$ cat config.mk
export PLATFORM = sky130hd
export DESIGN_NAME = core_id_scoreboard
export DESIGN_NICKNAME = d
export VERILOG_FILES = /design/src/rtl/core_id_scoreboard.sv
export SDC_FILE = /design/constraint.sdc
export NUM_CORES = 1
export LEC_CHECK = 0
export ABC_AREA = 1
export CAP_MARGIN = 20
export CORE_MARGIN = 2
export CORE_UTILIZATION = 35
export CTS_CLUSTER_SIZE = 24
export DETAILED_ROUTE_END_ITERATION = 8
export PLACE_DENSITY = 0.64
export SYNTH_ARGS = -nofsm -noshare
export SYNTH_HDL_FRONTEND = slang
export SYNTH_HIERARCHICAL = 1
export SYNTH_SLANG_ARGS = --single-unit
$ cat constraint.sdc
create_clock -name clk -period 5.4 [get_ports clk]
set_clock_uncertainty 0.05 [all_clocks]
set_input_delay 0.81 -clock clk [delete_from_list [all_inputs] [get_ports clk]]
set_output_delay 0.81 -clock clk [all_outputs]
set_load 0.01 [all_outputs]
$ cat src/rtl/core_id_scoreboard.sv
// Register-hazard scoreboard between ID and EX: tracks in-flight register writes,
// holds the ID->EX handshake on RAW/WAW dependencies and counts stall cycles.

module core_id_sb_cell (
  input  logic clk,
  input  logic rst_n,
  input  logic flush,
  input  logic clr,
  input  logic set,
  output logic pend
);
  logic pend_d, pend_q;

  // Set beats clear: a write issued in the same cycle its predecessor retires stays outstanding.
  always_comb begin
    pend_d = pend_q;
    if (flush)    pend_d = 1'b0;
    else if (set) pend_d = 1'b1;
    else if (clr) pend_d = 1'b0;
  end

  always_ff @(posedge clk) begin
    if (!rst_n) pend_q <= 1'b0;
    else        pend_q <= pend_d;
  end

  assign pend = pend_q;
endmodule

module core_id_scoreboard #(
  parameter int RFIDX_W = 5,
  parameter int NREG    = 32,
  parameter int CNT_W   = 32
) (
  input  logic               clk,
  input  logic               rst_n,
  input  logic               valid_in,
  output logic               ready_in,
  output logic               valid_out,
  input  logic               ready_out,
  input  logic               i_rs1_ren,
  input  logic               i_rs2_ren,
  input  logic               i_rd_wen,
  input  logic [RFIDX_W-1:0] i_rs1_idx,
  input  logic [RFIDX_W-1:0] i_rs2_idx,
  input  logic [RFIDX_W-1:0] i_rd_idx,
  input  logic               i_wb_valid,
  input  logic [RFIDX_W-1:0] i_wb_idx,
  input  logic               i_flush,
  output logic               o_hazard,
  output logic [NREG-1:0]    o_pending,
  output logic [RFIDX_W:0]   o_pend_cnt,
  output logic [CNT_W-1:0]   o_stall_cnt
);
  typedef struct packed {
    logic               rs1_ren;
    logic               rs2_ren;
    logic               rd_wen;
    logic [RFIDX_W-1:0] rs1_idx;
    logic [RFIDX_W-1:0] rs2_idx;
    logic [RFIDX_W-1:0] rd_idx;
  } dec_req_t;

  dec_req_t         req;
  logic [NREG-1:0]  pending;
  logic [NREG-1:0]  wb_clr;
  logic [NREG-1:0]  rd_set;
  logic [NREG-1:0]  eff;
  logic             hazard;
  logic             issue;
  logic [RFIDX_W:0] pend_cnt;
  logic [CNT_W-1:0] stall_cnt_d, stall_cnt_q;

  assign req = '{rs1_ren: i_rs1_ren, rs2_ren: i_rs2_ren, rd_wen: i_rd_wen,
                 rs1_idx: i_rs1_idx, rs2_idx: i_rs2_idx, rd_idx: i_rd_idx};

  // Same-cycle writeback is bypassed so the dependent instruction issues immediately.
  assign wb_clr = i_wb_valid ? (NREG'(1) << i_wb_idx) : '0;
  assign eff    = pending & ~wb_clr;

  assign hazard = valid_in & ((req.rs1_ren & eff[req.rs1_idx]) |
                              (req.rs2_ren & eff[req.rs2_idx]) |
                              (req.rd_wen  & eff[req.rd_idx]));

  assign valid_out = valid_in & ~hazard & ~i_flush;
  assign ready_in  = ready_out & ~hazard & ~i_flush;
  assign issue     = valid_out & ready_out;

  assign rd_set = (issue & req.rd_wen) ? (NREG'(1) << req.rd_idx) : '0;

  // x0 is hardwired: never pending, so it can never hazard.
  assign pending[0] = 1'b0;

  genvar r;
  generate
    for (r = 1; r < NREG; r++) begin : g_reg
      core_id_sb_cell u_cell (
        .clk   (clk),
        .rst_n (rst_n),
        .flush (i_flush),
        .clr   (wb_clr[r]),
        .set   (rd_set[r]),
        .pend  (pending[r])
      );
    end
  endgenerate

  always_comb begin
    pend_cnt = '0;
    for (int i = 0; i < NREG; i++) pend_cnt = pend_cnt + (RFIDX_W+1)'(pending[i]);
  end

  always_comb begin
    stall_cnt_d = stall_cnt_q;
    if (hazard & ~i_flush & (stall_cnt_q != '1)) stall_cnt_d = stall_cnt_q + 1'b1;
  end

  always_ff @(posedge clk) begin
    if (!rst_n) stall_cnt_q <= '0;
    else        stall_cnt_q <= stall_cnt_d;
  end

  assign o_hazard    = hazard;
  assign o_pending   = pending;
  assign o_pend_cnt  = pend_cnt;
  assign o_stall_cnt = stall_cnt_q;
endmodule

; Word-level counts from Yosys, hierarchy flattened
; Index checks and enable logic that the tools add are counted.
[totals]
reg_bits = 63
latch_bits = 0
ram_bits = 0
romBits = 0
in_bits = 29
output_inout_bits = 73
word_cells = 190
mem_count = 0
[op_classes]
n_addsub = 31
multipliers = 0
div_mod_pow = 0
n_lt_le_gt_ge = 3
eq_ne = 1
shift = 2
mux = 70
bitwise_logic = 19
reduce_logical = 32
[ops]
columns = cell, count
row1 = $add A6 B1 Y6, 25
row2 = $mux W1, 65
row3 = $mux W32, 2
row4 = $shl A1 B5 Y32 const A, 2
row5 = $reduce_bool A2 Y1, 31
row6 = $add A32 B1 Y32 const B, 1
row7 = $and A32 B32 Y32, 1
row8 = $ne A32 B32 Y1 const B, 1
row9 = $not A32 Y32, 1
row10 = $lt A5 B6 Y1 const B, 3
row11 = $bmux W1 S5, 3
row12 = $and A1 B1 Y1, 12
row13 = $add A5 B1 Y6, 1
row14 = $add A4 B1 Y5, 1
row15 = $add A3 B1 Y4, 1
row16 = $add A2 B1 Y3, 1
row17 = $not A1 Y1, 3
row18 = $add A1 B1 Y2, 1
row19 = $or A1 B1 Y1, 2
row20 = $reduce_or A2 Y1, 1

; Logic depth before layout (Yosys ltp)
[logic_depth]
ltp_word = 30
depth_mapped = 21
mapped_depth_nobuf = 19

; Cells and area by module
; The synthesis kept the hierarchy.
[modules_own_cells]
columns = mod, n_inst, cells_each, area_per_inst_um2, seq_area_each_um2
row1 = core_id_scoreboard, 1, 840, 4591.9, 640.6
row2 = core_id_sb_cell, 31, 7, 47.5, 20.0

; Worst setup path after synthesis
; OpenSTA, ideal clock, no wires.
[synth_path]
path_kind = flip-flop to output port
from = reg g_reg[1].u_cell.pend_q
to = out o_pend_cnt[4]
t_arrival_ns = 4.797
required_time_ns = 4.540
setup_slack_ns = -0.257
stages_incl_launch_ff = 17
n_path_buf = 0
path_cell_list = dfxtp_1 inv_1 fa_1 inv_1 fa_1 fa_1 fa_1 fa_1 inv_1 fa_1 inv_1 fa_1 fa_1 a21oi_1 nor2_1 nor2_1 xnor2_1
[synth_between]
elab_chain_cells = 30
[synth_lines]
columns = element, line
row1 = start: declaration, 12  ; logic pend_d, pend_q;
row2 = start signal: assignment, 24  ; else pend_q <= pend_d;
row3 = $add A1 B1 Y2, 110  ; for (int i = 0; i < NREG; i++) pend_cnt = pend_cnt + (RFIDX_W+1)'(pending[i]);
row4 = $add A2 B1 Y3, 110
row5 = $add A3 B1 Y4, 110
row6 = $add A4 B1 Y5, 110
row7 = $add A5 B1 Y6, 110
row8 = $add A6 B1 Y6 (25 in series), 110
row9 = end: declaration, 52  ; output logic [RFIDX_W:0] o_pend_cnt,
; Every way passes these cells.

; Worst setup path after layout
; Same ends and word-level chain as after synthesis.

==> results.yml <==
outcome:
  status: "complete, but fails checks"
  violations: "negative setup slack"
synth:
  yosys.area.top_type: "dfxtp_1"
  yosysUniqueCellTypes: 35
  synth_edf_count: 0
  synthAdderAreaFrac: 0.0924
  netlist.area_leader.share: 0.208
  synth-compound-area-share: 0.0887
  syn_inst: 1057
  synthMuxAreaShare: 0
  syn_nets: 1117
  synth-xor-area-share: 0.00433
  yosysSeqAreaShare: 0.208
  synthTopCellsByArea: "dfxtp_1 21%, inv_1 16%, nand2_1 16%"
  synth-seq-cells: 63
  synthFlopType: "dfxtp_1"
  ys_warn_count: 6
  synth_top_family_by_area: "simple AND/OR/NAND/NOR gates"
  ys_async_sr_fraction: 0
  synth.avg_cell_area_um2: 5.74
  synth-simple-area-share: 0.421
  netlist_area_um2: 6070
clock_network:
  cts_tree: "done"
  root_buffer: "clkbuf_16"
  insertion_delay_ns: 0.34
  clkTransAtPathRegs_ns: 0.06
  cts_made_buffers: 9
  htree_levels: 3
  clock_path_buffers: 2
  cts.sinks: 63
sta:
  timing.final.setup_violations: 5
  finalHoldViolCount: 0
  rsz0062_at_grt: "true"
  finalMaxSlewViolations: 0
  min_period_over_period: 1.11
  tightestPinTransition_ns: 0.891
  relSlewSlack: 0.404
  fin_crit_ns: 6.01
  fmax_mhz: 166
  fin_ws_ns: -0.611
grt:
  grt_pass1_vias: 6340
  grt_use_met2: 0.378
  met3_usage: 0.0483
  grt_pass1_wl_um: 33800
  met1_usage: 0.317
  grt.busiest_layer: "met2"
  grt_max_degree: 44
  grt-ovfl-total: 0
  antenna_found_initial: 0
  grt_usage: 0.237
layout:
  area_growth_pct: 29.8
  layout_commonest_cell: "nand2_1"
  antenna_cells: 0
  utilization: 0.460
  final_layout_size_suffix_gt1_frac: 0.111
  finalNonFillerCells: 1409
  postLayoutCellArea_um2: 7870
  finalNetCount: 1239
  final_cell_mix: "258 x nand2_1, 256 x inv_1, 152 x nand3_1, 117 x nor2_1, 93 x clkdlybuf4s50_1"
route:
  vias: 6976
  drt_iter0_markers: 768
  routed_wl_um: 21600
  firstDrtPassIters: 6
  drc: 0
  vias_per_cell: 4.95
  routedWlPerCell_um: 15.3
  ant_nets: 0
critical_path:
  crit_chain: "inv_2 > fa_1 > inv_2 > fa_1 > fa_1 > fa_2 > fa_1 > inv_1 > fa_1 > inv_2 > fa_2 > fa_2 > a21oi_2 > nor2_1 > nor2_1 > xnor2_1 > buf_2"
  cp-endpoint: "o_pend_cnt[4]"
  worstRegToRegCells: 16
  r2r-end: "o_stall_cnt[25]$_SDFFE_PN0P_"
  cp-start-kind: "flop"
  required_ns: 4.54
  path_max_fanout: 2
  rrSetupSlack_ns: 2.58
  slowest_delay_ns: 0.55
  startpoint: "g_reg[1].u_cell/pend$_SDFFE_PP0P_"
  cpMostUsedCell: "fa_1"
  critical_path_class: "reg2out"
  r2r_start: "o_stall_cnt[0]$_SDFFE_PN0P_"
  slowest_stage: "fa_1"
  endpoint_kind: "primary output"
  arrival_ns: 5.15
floorplan:
  io_pins: 102
  start_util: 0.354
  die_h_um: 136
  core_um2: 17100
  die_area_um2: 18400
  die_width_um: 136
  row_count: 48
place:
  dp_hpwl_um: 16900
  routabilityCongestion: 0.947
  dp_cells: 1392
  io_buffer_count: 100
  place_area_um2: 7520
power:
  power_density_nw_per_um2: 166
  leakage_nw: 3.49
  ir_worst_vdd_mv: 0.160
  total_power_w: 0.00131
job:
  max_cap_viol_count: 0
hold_path:
  hold_path_class: "reg2reg"
-- stage by stage --
stage / hold WS [ns] / TNS, ns / setup WS [ns]
detailed placement: 0.485 / -2.37 / -0.693
CTS: 0.498 / -2.21 / -0.667
floorplan: 0.440 / -0.0323 / -0.0323
global placement: 0.474 / -2.18 / -0.637
global route: 0.522 / -2.72 / -0.771
finish: 0.493 / -1.93 / -0.611
-- sequential cells by signal (all words and copies together), names as in the netlist --
| register | flops |
|---|---|
| o_stall_cnt | 32 |
| g.u_cell/pend | 31 |
-- metal layers --
| layer | vias up | wire, um |
|---|---|---|
| met1 | 3112 | 9210 |
| met4 | 0 | 631 |
| li1 | 3472 | - |
| met2 | 345 | 9630 |
| met5 | - | 0 |
| met3 | 47 | 2120 |
-- area by class of cell --
class / instances / area, um^2
Clock buffer: 9 / 225
Clock inverter: 7 / 104
Sequential cell: 63 / 1280
Inverter: 263 / 987
Tap cell: 225 / 282
Fill cell: 1803 / 9240
Timing Repair Buffer: 140 / 1280
Multi-Input combinational cell: 702 / 3720
-- critical path: cells and delay by family (launching register included) --
| family | cells | cell delay, ns |
|---|---|---|
| adders and majority gates | 8 | 3.73 |
| DFF | 1 | 0.34 |
| buffers and inverters | 5 | 0.31 |
| and+or+nand+nor | 2 | 0.15 |
| AOI/OAI and AO/OA | 1 | 0.14 |
| xor gates and xnor gates | 1 | 0.13 |
-- how the worst min path moves through the flow --
| stage | from | to | slack [ns] | cells after the start |
|---|---|---|---|---|
| after global routing | g_reg[5].u_cell/pend$_SDFFE_PP0P_ | g_reg[5].u_cell/pend$_SDFFE_PP0P_ | 0.52 | 2 |
| after floorplan | g_reg[4].u_cell/pend$_SDFFE_PP0P_ | g_reg[4].u_cell/pend$_SDFFE_PP0P_ | 0.44 | 2 |
| final | g_reg[9].u_cell/pend$_SDFFE_PP0P_ | g_reg[9].u_cell/pend$_SDFFE_PP0P_ | 0.49 | 2 |
| after global placement | g_reg[9].u_cell/pend$_SDFFE_PP0P_ | g_reg[9].u_cell/pend$_SDFFE_PP0P_ | 0.47 | 2 |
| after CTS | g_reg[9].u_cell/pend$_SDFFE_PP0P_ | g_reg[9].u_cell/pend$_SDFFE_PP0P_ | 0.50 | 2 |
| after detailed placement | o_stall_cnt[31]$_SDFFE_PN0P_ | o_stall_cnt[31]$_SDFFE_PN0P_ | 0.49 | 3 |
-- where the power goes --
part           internal, W  switching [W]  leakage [nW]
Clock             0.000410       0.000243         0.154
Sequential        0.000466     0.00000174         0.514
Combinational    0.0000624       0.000126          2.83
-- synth_stat cells (2+ instances only) --
cell type  number
a21boi_1        2
a21oi_1        13
a21oi_2        31
buf_1           3
buf_2           6
buf_4           5
clkbuf_1       14
clkinv_1        2
dfxtp_1        63
fa_1           23
ha_1            8
inv_1         260
nand2_1       258
nand3_1       152
nand3_2         4
nand4_1        27
nor2_1        117
nor2_2          4
nor3_1         19
nor4_1          2
o21ai_0        18
o21ai_1         6
o21bai_1        6
or2_2           2
xor2_1          2
-- cell families (layout without fill, tap and decap cells) --
logic type | count (synthesis) | after routing
xor gates and xnor gates | 3 | 3
other | 1 | 1
adders and majority gates | 31 | 31
and+or+nand+nor | 588 | 588
buffers and inverters | 292 | 419
DFF | 63 | 63
AOI/OAI and AO/OA | 79 | 79
-- timing repair --
action | 4_1_cts | 5_1_grt
setup endpoints to repair | 6 | 6
resized for setup | 33 | 5
pin swaps | 7 | 4
hold buffers | 0 | 0
buffers inserted | 1 | 0
Note: power is estimated with default switching activity, not from simulation.
==> patch: new RTL, same flow settings <==
Register the output `o_pend_cnt`, with the module's reset; this adds one clock of latency there. The other outputs are not delayed to match.
--- a/src/rtl/core_id_scoreboard.sv
+++ b/src/rtl/core_id_scoreboard.sv
@@ -123,5 +123,11 @@
   assign o_hazard    = hazard;
   assign o_pending   = pending;
-  assign o_pend_cnt  = pend_cnt;
+  always_ff @(posedge clk) begin
+    if (!rst_n) begin
+      o_pend_cnt <= '0;
+    end else begin
+      o_pend_cnt <= pend_cnt;
+    end
+  end
   assign o_stall_cnt = stall_cnt_q;
 endmodule
Behaviour: not the same (a bounded check fails within 4 cycles, from zero or initial values and one cycle with rst_n low).
==> patch against the unedited design <==
- fmax rose by 16%
- area after synthesis is 3.4% higher
- clock power is 2% higher
- wire length increased by 3.7%
- critical path depth shrank 1
- sequential cell count is 6 higher
- sequential power is 9.6% higher
- worst hold slack worse by 19 ps
- final area down 0.41%
- via count rose by 1.0%
- setup slack gained 850 ps
- cell count hardly changed
- total power up 5.1%
- critical endpoint is now o_pend_cnt[4]$_SDFF_PN0_
- highest routed layer unchanged
==> patch: results (changes against the unedited design) <==
| Metric | Value |
|---|---|
| Status | completed |
| CP arrival | 5380 ps (+230 ps) |
| Non-CTS inverters | 271 (+3.0%) |
| Met1 GRT Util | 34.0% (+2.3 points) |
| Crit Reg-Reg Endpoint | o_pend_cnt[4]$_SDFF_PN0_ |
| GR Layer Usage met2 | 35.2% (-2.6 points) |
| Synth unique cells | 32 (-8.6%) |
| Syn nets | 1145 (+2.5%) |
| Layout fillers | 1927 (+6.9%) |
| Setup_tns | 0 ps (+1930 ps) |
| Multi-input combinational area share | 47.6% (+0.45 points) |
| Clock buffer cells | 10 (+1) |
| Post-CTS sizing | 0 (-100%) |
| Setup Buffers After CTS | 0 (-1) |
| Nets | 1238 (-0.081%) |
| Least-Margin Pin Slew | 705 ps (-186 ps) |
| Largest net degree at the start of global routing | 38 (-14%) |
| Dpl hpwl | 16800 um (-0.41%) |
| WL final | 22400 um (+3.7%) |
| Worst r2r src | g_reg[2].u_cell/pend$_SDFFE_PP0P_ |
| Worst Hold End | g_reg[1].u_cell/pend$_SDFFE_PP0P_ |
| Vias/cell | 5.01 (+1.1%) |
| Leak | 3.53 nW (+0.90%) |
| Adder-Cell Fraction of Synth Area | 8.93% (-0.31 points) |
| Placed inst area | 7520 um^2 (about the same) |
| Met3 usage | 5.59% (+0.77 points) |
| CP max FO | 6 (+4) |
| Metal-1 WL | 10200 um (+11%) |
| Bufs w/o clock | 114 (-19%) |
| Fraction of area in registers | 17.6% (+1.4 points) |
| First-pass GRT wire length | 34600 um (+2.4%) |
| Total GRT Usage | 24.1% (+0.33 points) |
## patch: cell count changes in the layout (fill, tap and decap cells not counted), moves of 7 or more
cell / unedited run / this run
buf_4: 39 / 14
dfxtp_1: 52 / 69
inv_1: 256 / 267
dfxtp_2: 10 / 0
nand4_1: 27 / 35
a21oi_1: 11 / 18
## patch: worst max-delay path, stage by stage (launching register included)
cell and delay [ps]:
dfxtp_1 420, inv_1 90, fa_1 510, inv_1 60, fa_1 610, fa_1 470
fa_1 490, fa_1 510, inv_1 50, fa_1 470, inv_1 50, fa_1 390
fa_1 420, a21oi_1 150, o21ba_2 150, o21ai_0 70, a21oi_1 140
## patch: power groups by stage
stage / combinational [mW] / sequential, mW / clock [mW]
detailed placement: 0.194 / 0.524 / 0
CTS: 0.195 / 0.513 / 0.680
global route: 0.217 / 0.513 / 0.699
finish: 0.199 / 0.513 / 0.665
global placement: 0.195 / 0.524 / 0
floorplan: 0.112 / 0.525 / 0
